**src/rtl/nap_timer.sv**
```systemverilog
// Nap countdown timer: preset in minutes, 1 Hz countdown, alarm start/stop pulses.
// Optional snooze in RING is enabled by defining NAP_TIMER_SNOOZE_EN.
module nap_timer #(
  parameter int DEFAULT_MIN = 20,
  parameter int MAX_MIN     = 90,
  parameter int RING_SEC    = 60,
  parameter int SNOOZE_MIN  = 5
) (
  input  logic       clock,
  input  logic       reset,
  input  logic       tick,
  input  logic       inc,
  input  logic       go,
  input  logic       cancel,
  input  logic       dismiss,
  input  logic       snooze,
  output logic       alarm_start,
  output logic       alarm_stop,
  output logic [6:0] rem_min,
  output logic [5:0] rem_sec,
  output logic [6:0] preset_min,
  output logic       running,
  output logic       ringing
);

  localparam int RCW = (RING_SEC > 1) ? $clog2(RING_SEC) : 1;
  localparam logic [6:0]     L_DEFAULT   = 7'(DEFAULT_MIN);
  localparam logic [6:0]     L_MAX       = 7'(MAX_MIN);
  localparam logic [RCW-1:0] L_RING_LAST = RCW'(RING_SEC - 1);

  typedef enum logic [1:0] {IDLE, RUN, PAUSE, RING} state_t;

  state_t         r_state, w_state_nx;
  logic [6:0]     r_preset, w_preset_nx, w_preset_inc;
  logic [6:0]     r_rem_min, w_rem_min_nx;
  logic [5:0]     r_rem_sec, w_rem_sec_nx;
  logic [RCW-1:0] r_ring_cnt, w_ring_cnt_nx;
  logic           r_alarm_start, w_alarm_start_nx;
  logic           r_alarm_stop, w_alarm_stop_nx;
  logic           r_running, r_ringing;

`ifndef NAP_TIMER_SNOOZE_EN
  logic w_unused_snooze;
  assign w_unused_snooze = snooze;
`endif

  assign w_preset_inc = (r_preset >= L_MAX) ? 7'd1 : r_preset + 7'd1;

  always_comb begin
    // NOTE: every next-value gets a default first so no path can infer a latch.
    w_state_nx       = r_state;
    w_preset_nx      = r_preset;
    w_rem_min_nx     = r_rem_min;
    w_rem_sec_nx     = r_rem_sec;
    w_ring_cnt_nx    = r_ring_cnt;
    w_alarm_start_nx = 1'b0;
    w_alarm_stop_nx  = 1'b0;

    case (r_state)
      IDLE: begin
        if (go) begin
          w_state_nx   = RUN;
          w_rem_min_nx = r_preset;
          w_rem_sec_nx = 6'd0;
        end else if (inc) begin
          w_preset_nx  = w_preset_inc;
          w_rem_min_nx = w_preset_inc;
          w_rem_sec_nx = 6'd0;
        end
      end

      RUN: begin
        if (cancel) begin
          w_state_nx   = IDLE;
          w_rem_min_nx = r_preset;
          w_rem_sec_nx = 6'd0;
        end else if (go) begin
          w_state_nx = PAUSE;
        end else if (tick) begin
          // Ring on the tick that would reach 0:00, so rem never underflows.
          if (r_rem_min == 7'd0 && r_rem_sec <= 6'd1) begin
            w_state_nx       = RING;
            w_rem_sec_nx     = 6'd0;
            w_ring_cnt_nx    = '0;
            w_alarm_start_nx = 1'b1;
          end else if (r_rem_sec != 6'd0) begin
            w_rem_sec_nx = r_rem_sec - 6'd1;
          end else begin
            w_rem_min_nx = r_rem_min - 7'd1;
            w_rem_sec_nx = 6'd59;
          end
        end
      end

      PAUSE: begin
        if (cancel) begin
          w_state_nx   = IDLE;
          w_rem_min_nx = r_preset;
          w_rem_sec_nx = 6'd0;
        end else if (go) begin
          w_state_nx = RUN;
        end
      end

      RING: begin
        if (cancel || dismiss || (tick && r_ring_cnt == L_RING_LAST)) begin
          w_state_nx      = IDLE;
          w_rem_min_nx    = r_preset;
          w_rem_sec_nx    = 6'd0;
          w_alarm_stop_nx = 1'b1;
`ifdef NAP_TIMER_SNOOZE_EN
        end else if (snooze) begin
          w_state_nx      = RUN;
          w_rem_min_nx    = 7'(SNOOZE_MIN);
          w_rem_sec_nx    = 6'd0;
          w_alarm_stop_nx = 1'b1;
`endif
        end else if (tick) begin
          w_ring_cnt_nx = r_ring_cnt + 1'b1;
        end
      end

      default: w_state_nx = IDLE;
    endcase
  end

  // Status flags come from the next state so every output is a flop.
  always_ff @(posedge clock or negedge reset) begin
    if (!reset) begin
      r_state       <= IDLE;
      r_preset      <= L_DEFAULT;
      r_rem_min     <= L_DEFAULT;
      r_rem_sec     <= 6'd0;
      r_ring_cnt    <= '0;
      r_alarm_start <= 1'b0;
      r_alarm_stop  <= 1'b0;
      r_running     <= 1'b0;
      r_ringing     <= 1'b0;
    end else begin
      // NOTE: non-blocking assignments keep every flop sampling pre-edge values.
      r_state       <= w_state_nx;
      r_preset      <= w_preset_nx;
      r_rem_min     <= w_rem_min_nx;
      r_rem_sec     <= w_rem_sec_nx;
      r_ring_cnt    <= w_ring_cnt_nx;
      r_alarm_start <= w_alarm_start_nx;
      r_alarm_stop  <= w_alarm_stop_nx;
      r_running     <= (w_state_nx == RUN);
      r_ringing     <= (w_state_nx == RING);
    end
  end

  assign alarm_start = r_alarm_start;
  assign alarm_stop  = r_alarm_stop;
  assign rem_min     = r_rem_min;
  assign rem_sec     = r_rem_sec;
  assign preset_min  = r_preset;
  assign running     = r_running;
  assign ringing     = r_ringing;

endmodule

```
**config.mk**
```make
export PLATFORM = sky130hd
export DESIGN_NAME = nap_timer
export DESIGN_NICKNAME = d
export VERILOG_FILES = /design/src/rtl/nap_timer.sv
export SDC_FILE = /design/constraint.sdc
export NUM_CORES = 1
export LEC_CHECK = 0
export CAP_MARGIN = 20
export CELL_PAD_IN_SITES_DETAIL_PLACEMENT = 1
export CELL_PAD_IN_SITES_GLOBAL_PLACEMENT = 1
export CORE_MARGIN = 8
export CORE_UTILIZATION = 44
export DETAILED_ROUTE_END_ITERATION = 8
export PLACE_DENSITY_LB_ADDON = 0.12
export SLEW_MARGIN = 5
export SYNTH_ARGS = -nofsm -noshare
export SYNTH_HDL_FRONTEND = slang
export SYNTH_SLANG_ARGS = --single-unit
```
**constraint.sdc**
```tcl
create_clock -name clock -period 6.25 [get_ports clock]
set_clock_uncertainty 0.2 [all_clocks]
set_input_delay 1.25 -clock clock [delete_from_list [all_inputs] [get_ports clock]]
set_output_delay 1.25 -clock clock [all_outputs]
set_load 0.03 [all_outputs]
```
[Word-level counts from Yosys, hierarchy flattened]
Cells that the tools add are included.
Storage, ports and cells
  register bits: 32
  input bits: 8
  output and inout port bits: 24
  logic and storage cells: 90
Cells by class
  add/sub/neg operators: 4
  magnitude comparators: 2
  equal/unequal tests: 19
  muxes and demuxes: 43
  bitwise logic cells: 1
  reductions and logical operators: 12
Operators with widths (number)
  2-to-1 mux 6 bit: 15
  2-to-1 mux 7 bit: 10
  case mux 7 bit (4 select lines): 1
  case mux 6 bit (4 select lines): 1
  != test 2 bit (second input constant): 8
  != test 3 bit (second input constant): 5
  2-to-1 mux 2 bit: 7
  AND reduction 7 bit: 2
  case mux 6 bit (2 select lines): 1
  case mux 2 bit (4 select lines): 1
  adder 7 x 1 -> 7 bit (second input constant): 1
  >= comparator 7 bit (second input constant): 1
  logical NOT 7 bit: 1
  2-to-1 mux 1 bit: 7
  subtractor 7 x 1 -> 7 bit (second input constant): 1
  adder 6 x 1 -> 6 bit (second input constant): 1
  == test 2 bit (second input constant): 3
  == test 6 bit (second input constant): 1
  <= comparator 6 x 1 -> 1 bit (second input constant): 1
  nonzero test 6 bit: 1
  subtractor 6 x 1 -> 6 bit (second input constant): 1
  AND reduction 5 bit: 1
  == test 2 x 1 -> 1 bit (second input constant): 2
  AND reduction 3 bit: 1
  other kinds (5): 7

[Longest topological paths before layout]
  depth after elaboration: 8
  mapped depth: 8
  depth with buffers taken out: 7

[Worst setup path before layout]
OpenSTA, ideal clock, no wires.
  path kind: input-to-reg
  start point: input go
  end point: register r_rem_min[1], in the netlist rem_min[1]
  library setup time: 0.125 ns
  arrival: 2.567 ns
  required time: 5.925 ns
  path slack: 3.358 ns
  stages on the path: 6
  path buffers: 2
  cells stage by stage: clkbuf_1 or3_1 o221ai_2 nand2b_4 buf_6 mux2_4
On the way
  word-level cells in the longest chain between the ends: 2
  elaborated cells on any way between the ends: 5
Ends and longest elaborated chain
  from (decl): RTL line 13  | input logic go,
  != test 3 bit (no line) / 2-to-1 mux 7 bit (equally long branches)
  AND reduction 7 bit (no line) / case mux 7 bit (4 select lines) (equally long branches)
  to (signal assigned): RTL line 143  | r_rem_min <= w_rem_min_nx;
  to (decl): RTL line 35  | logic [6:0] r_rem_min, w_rem_min_nx;
Parallel ways exist; a longest one is shown, timed or not.
A chain may end at the register's enable or synchronous reset.

[Worst setup path in the final report]
  start point: input go
  end point: register r_rem_min[3], in the netlist rem_min[3]
Same word-level chain as after synthesis.

==> load_flow_metrics.sql <==
INSERT INTO impl_metrics (metric_group, metric, value, unit) VALUES
('outcome', 'status', 'completed', ''),
('global_routing', 'global_route_wire_length_before_repair', '9.94', 'mm'),
('yosys', 'seq_total_area_yosys', '37.9', '%'),
('sta', 'setup_repair_after_global_routing_missed_its_margin', 'false', ''),
('clocking', 'clockRootBuffer', 'sky130_fd_sc_hd__clkbuf_8', ''),
('yosys', 'synth.mux.area_fraction', '4.53', '%'),
('setup_path', 'arr_time_crit_path', '3460', 'ps'),
('clocking', 'cts_tree', 'done', ''),
('layout', 'drive_above_1_share', '10.9', '%'),
('routing', 'drt_wl_total', '5.78', 'mm'),
('yosys', 'synth_top_cell_area_share', '33.0', '%'),
('yosys', 'post_synth_xor_area_fraction', '2.06', '%'),
('layout', 'ant_cells', '0', ''),
('clocking', 'max-clock-path-buffers', '2', ''),
('yosys', 'post_synth_main_area_contributors', 'sky130_fd_sc_hd__dfrtp_1, sky130_fd_sc_hd__dfstp_2, sky130_fd_sc_hd__ha_1, sky130_fd_sc_hd__nor2_1, sky130_fd_sc_hd__a21oi_1', ''),
('power_and_ir_drop', 'swShare', '45.2', '%'),
('floorplan', 'die_span_y', '85.5', 'um'),
('yosys', 'syn_area_per_cell', '8.93', 'um2'),
('power_and_ir_drop', 'share_comb_of_total_power', '52.2', '%'),
('global_routing', 'groute.usage.overall', '16.9', '%'),
('clocking', 'insertion_delay', '280', 'ps'),
('clocking', 'count_of_clock_tree_sinks', '32', ''),
('yosys', 'ys.warnings.count', '0', ''),
('power_and_ir_drop', 'power.density', '480', 'nW/um2'),
('power_and_ir_drop', 'power.static_leakage', '1.08', 'nW'),
('global_routing', 'grt.overflow.total', '0', ''),
('min_path', 'min-delay-path-class', 'reg -> reg', ''),
('placed_design', 'post_dp_cell_area', '2440', 'um2'),
('routing', 'detail_route.vias_per_cell', '6.02', ''),
('clocking', 'cts_max_level', '2', ''),
('yosys', 'netlist-cell-type-count', '53', ''),
('setup_path', 'critPathKind', 'in -> reg', ''),
('setup_path', 'critPathMaxFanout', '14', ''),
('yosys', 'adder_and_majority_cell_fraction_of_the_synthesized_area', '4.12', '%'),
('routing', 'wl_per_cell', '18.1', 'um'),
('layout', 'layout.area.seq', '806', 'um2'),
('yosys', 'synth.cell_area', '2120', 'um2'),
('yosys', 'ys_seq_elements', '32', ''),
('clocking', 'clkSlewWorstSetupHoldPaths', '70', 'ps'),
('floorplan', 'floorplan.initialDensity', '45.3', '%'),
('placed_design', 'place.port_buffers', '30', ''),
('yosys', 'post_synth_inst_count', '238', ''),
('floorplan', 'design.portCount', '32', ''),
('global_routing', 'antenna_violations_before_repair', '0', ''),
('clocking', 'post-cts-setup-buffer-count', '0', ''),
('power_and_ir_drop', 'power.share.sequential', '31.7', '%'),
('yosys', 'synth_simple_gate_area_share', '23.7', '%'),
('yosys', 'ys_async_sr_fraction', '100', '%'),
('yosys', 'post_synth_edffs', '0', ''),
('yosys', 'combinational_family_with_the_most_area_after_synthesis', 'compound AO/OA/AOI/OAI gates', ''),
('sta', 'timing_hold_violations_final', '0', ''),
('layout', 'layout.nets', '280', ''),
('sta', 'maxSlewHeadroom', '58.5', '%'),
('routing', 'firstDrtPassIters', '4', ''),
('yosys', 'synth-main-ff-cell', 'sky130_fd_sc_hd__dfrtp_1', ''),
('layout', 'flow.area_growth_from_synthesis', '20.1', '%'),
('routing', 'detailroute.via_count', '1925', ''),
('power_and_ir_drop', 'switching_power', '0.554', 'mW'),
('flow_run', 'max_cap_violations', '0', ''),
('sta', 'setup_tns', '0', 'ps'),
('setup_path', 'setup.worst_path.end_class', 'flip-flop', ''),
('floorplan', 'dieArea', '7310', 'um2'),
('power_and_ir_drop', 'power.total', '1.22', 'mW'),
('layout', 'multi_input_comb_area', '1240', 'um2'),
('yosys', 'synth_compound_area_share', '24.0', '%'),
('global_routing', 'first_global_vias', '2040', ''),
('clocking', 'numCtsBuffers', '5', ''),
('placed_design', 'finalWeightedCongestion', '0.790', ''),
('sta', 'timing_max_transition_violations_final', '0', ''),
('floorplan', 'design.core.area', '4690', 'um2'),
('power_and_ir_drop', 'vdd.ir_drop.worst', '0.202', 'mV');
flip-flops by register name, indices dropped and copies added (netlist names):
name	count
ringing	1
alarm_stop	1
alarm_start	1
rem_sec	6
running	1
rem_min	7
r_ring_cnt	6
preset_min	7
r_state	2
stage by stage:
step | std cells | worst slack (ps) | hold WS [ps]
final | 320 | 2770 | 299
after global routing | 320 | 2650 | 323
after CTS | 320 | 2750 | 294
after detailed placement | 312 | 2460 | 279
after global placement | 312 | 2470 | 280
after floorplan | 238 | 3360 | 252
synth_stat cells (4+ instances only):
cell	instances
sky130_fd_sc_hd__nand2b_1	7
sky130_fd_sc_hd__buf_2	5
sky130_fd_sc_hd__a22o_1	4
sky130_fd_sc_hd__nand2_1	21
sky130_fd_sc_hd__nor2_1	22
sky130_fd_sc_hd__o21ai_0	13
sky130_fd_sc_hd__mux2i_1	4
sky130_fd_sc_hd__clkbuf_1	5
sky130_fd_sc_hd__o31ai_1	8
sky130_fd_sc_hd__or2_2	4
sky130_fd_sc_hd__o21ai_1	4
sky130_fd_sc_hd__or3_1	4
sky130_fd_sc_hd__dfrtp_1	28
sky130_fd_sc_hd__inv_1	6
sky130_fd_sc_hd__nor3_1	10
sky130_fd_sc_hd__nand3b_1	4
sky130_fd_sc_hd__dfstp_2	4
sky130_fd_sc_hd__ha_1	7
sky130_fd_sc_hd__nor2b_1	5
sky130_fd_sc_hd__a21oi_1	16
sky130_fd_sc_hd__nand3_1	8
layer usage:
metal  GRT usage (%)  up-vias  wire (um)
li1                -      922          -
met1            21.6      952       2690
met5               0        -          0
met3            4.05        9        225
met2            26.8       42       2800
met4            5.73        0         68
worst max-delay path, cell delays in order:
cell and delay [ps]:
sky130_fd_sc_hd__clkdlybuf4s50_1 590, sky130_fd_sc_hd__or3_1 450, sky130_fd_sc_hd__o221ai_2 520, sky130_fd_sc_hd__nand2b_4 320
sky130_fd_sc_hd__mux2_4 310
final cells by class:
class	instances	share of cell area (%)
multi-input combinational	189	48.6
sequential	32	31.6
timing repair buffer	31	12.1
clock buffer	6	2.84
tap	54	2.65
clock inverter	2	1.37
inverter	6	0.882
cell usage in the layout (no fill, tap or decap), types with 3 or more instances in the layout:
| cell | instances |
|---|---|
| sky130_fd_sc_hd__dfrtp_1 | 28 |
| sky130_fd_sc_hd__clkdlybuf4s50_1 | 30 |
| sky130_fd_sc_hd__nand2_1 | 21 |
| sky130_fd_sc_hd__nor2_1 | 22 |
| sky130_fd_sc_hd__or3_1 | 4 |
| sky130_fd_sc_hd__o31ai_1 | 8 |
| sky130_fd_sc_hd__nand3_1 | 8 |
| sky130_fd_sc_hd__clkbuf_8 | 5 |
| sky130_fd_sc_hd__a21oi_1 | 16 |
| sky130_fd_sc_hd__mux2_4 | 3 |
| sky130_fd_sc_hd__nor2b_1 | 5 |
| sky130_fd_sc_hd__o22a_1 | 3 |
| sky130_fd_sc_hd__o21ai_0 | 13 |
| sky130_fd_sc_hd__xor2_1 | 3 |
| sky130_fd_sc_hd__a31oi_1 | 3 |
| sky130_fd_sc_hd__nand2b_1 | 7 |
| sky130_fd_sc_hd__a22oi_1 | 3 |
| sky130_fd_sc_hd__and3_1 | 3 |
| sky130_fd_sc_hd__dfstp_2 | 4 |
| sky130_fd_sc_hd__nand3b_1 | 4 |
| sky130_fd_sc_hd__inv_1 | 6 |
| sky130_fd_sc_hd__mux2i_1 | 4 |
| sky130_fd_sc_hd__ha_1 | 7 |
| sky130_fd_sc_hd__o2bb2ai_1 | 3 |
| sky130_fd_sc_hd__nor3_1 | 10 |
| sky130_fd_sc_hd__or2_2 | 4 |
| sky130_fd_sc_hd__a22o_1 | 4 |
| sky130_fd_sc_hd__o21ai_1 | 4 |
cell families after synthesis:
family          count (synthesis)
simple gates                   95
compound gates                 74
flops                          32
buf+inv                        17
mux                             8
fa+ha+maj                       7
xor+xnor                        5
path summary, 6_finish.rpt:
path,cells past startpoint,to,slack (ps),start
worst max-delay path,5,rem_min[3],2770,go
max in group asynchronous,2,rem_min[4],4350,reset
min in group asynchronous,2,r_ring_cnt[4],1160,reset
worst max register to register,4,rem_min[3],3680,r_state[1]
worst min register to register,1,r_ring_cnt[5],300,r_ring_cnt[5]
worst min-delay path,1,r_ring_cnt[5],300,r_ring_cnt[5]
power by group through the flow:
| stage | combinational, mW | sequential (mW) | clock (mW) |
|---|---|---|---|
| 6_report | 0.639 | 0.388 | 0.198 |
| 5_1_grt | 0.703 | 0.403 | 0.211 |
| 3_3_place_gp | 0.623 | 0.387 | 0 |
| 4_1_cts | 0.644 | 0.387 | 0.203 |
| 2_1_floorplan | 0.375 | 0.443 | 0 |
| 3_5_place_dp | 0.639 | 0.390 | 0 |
Power figures use the tool's default switching activity.
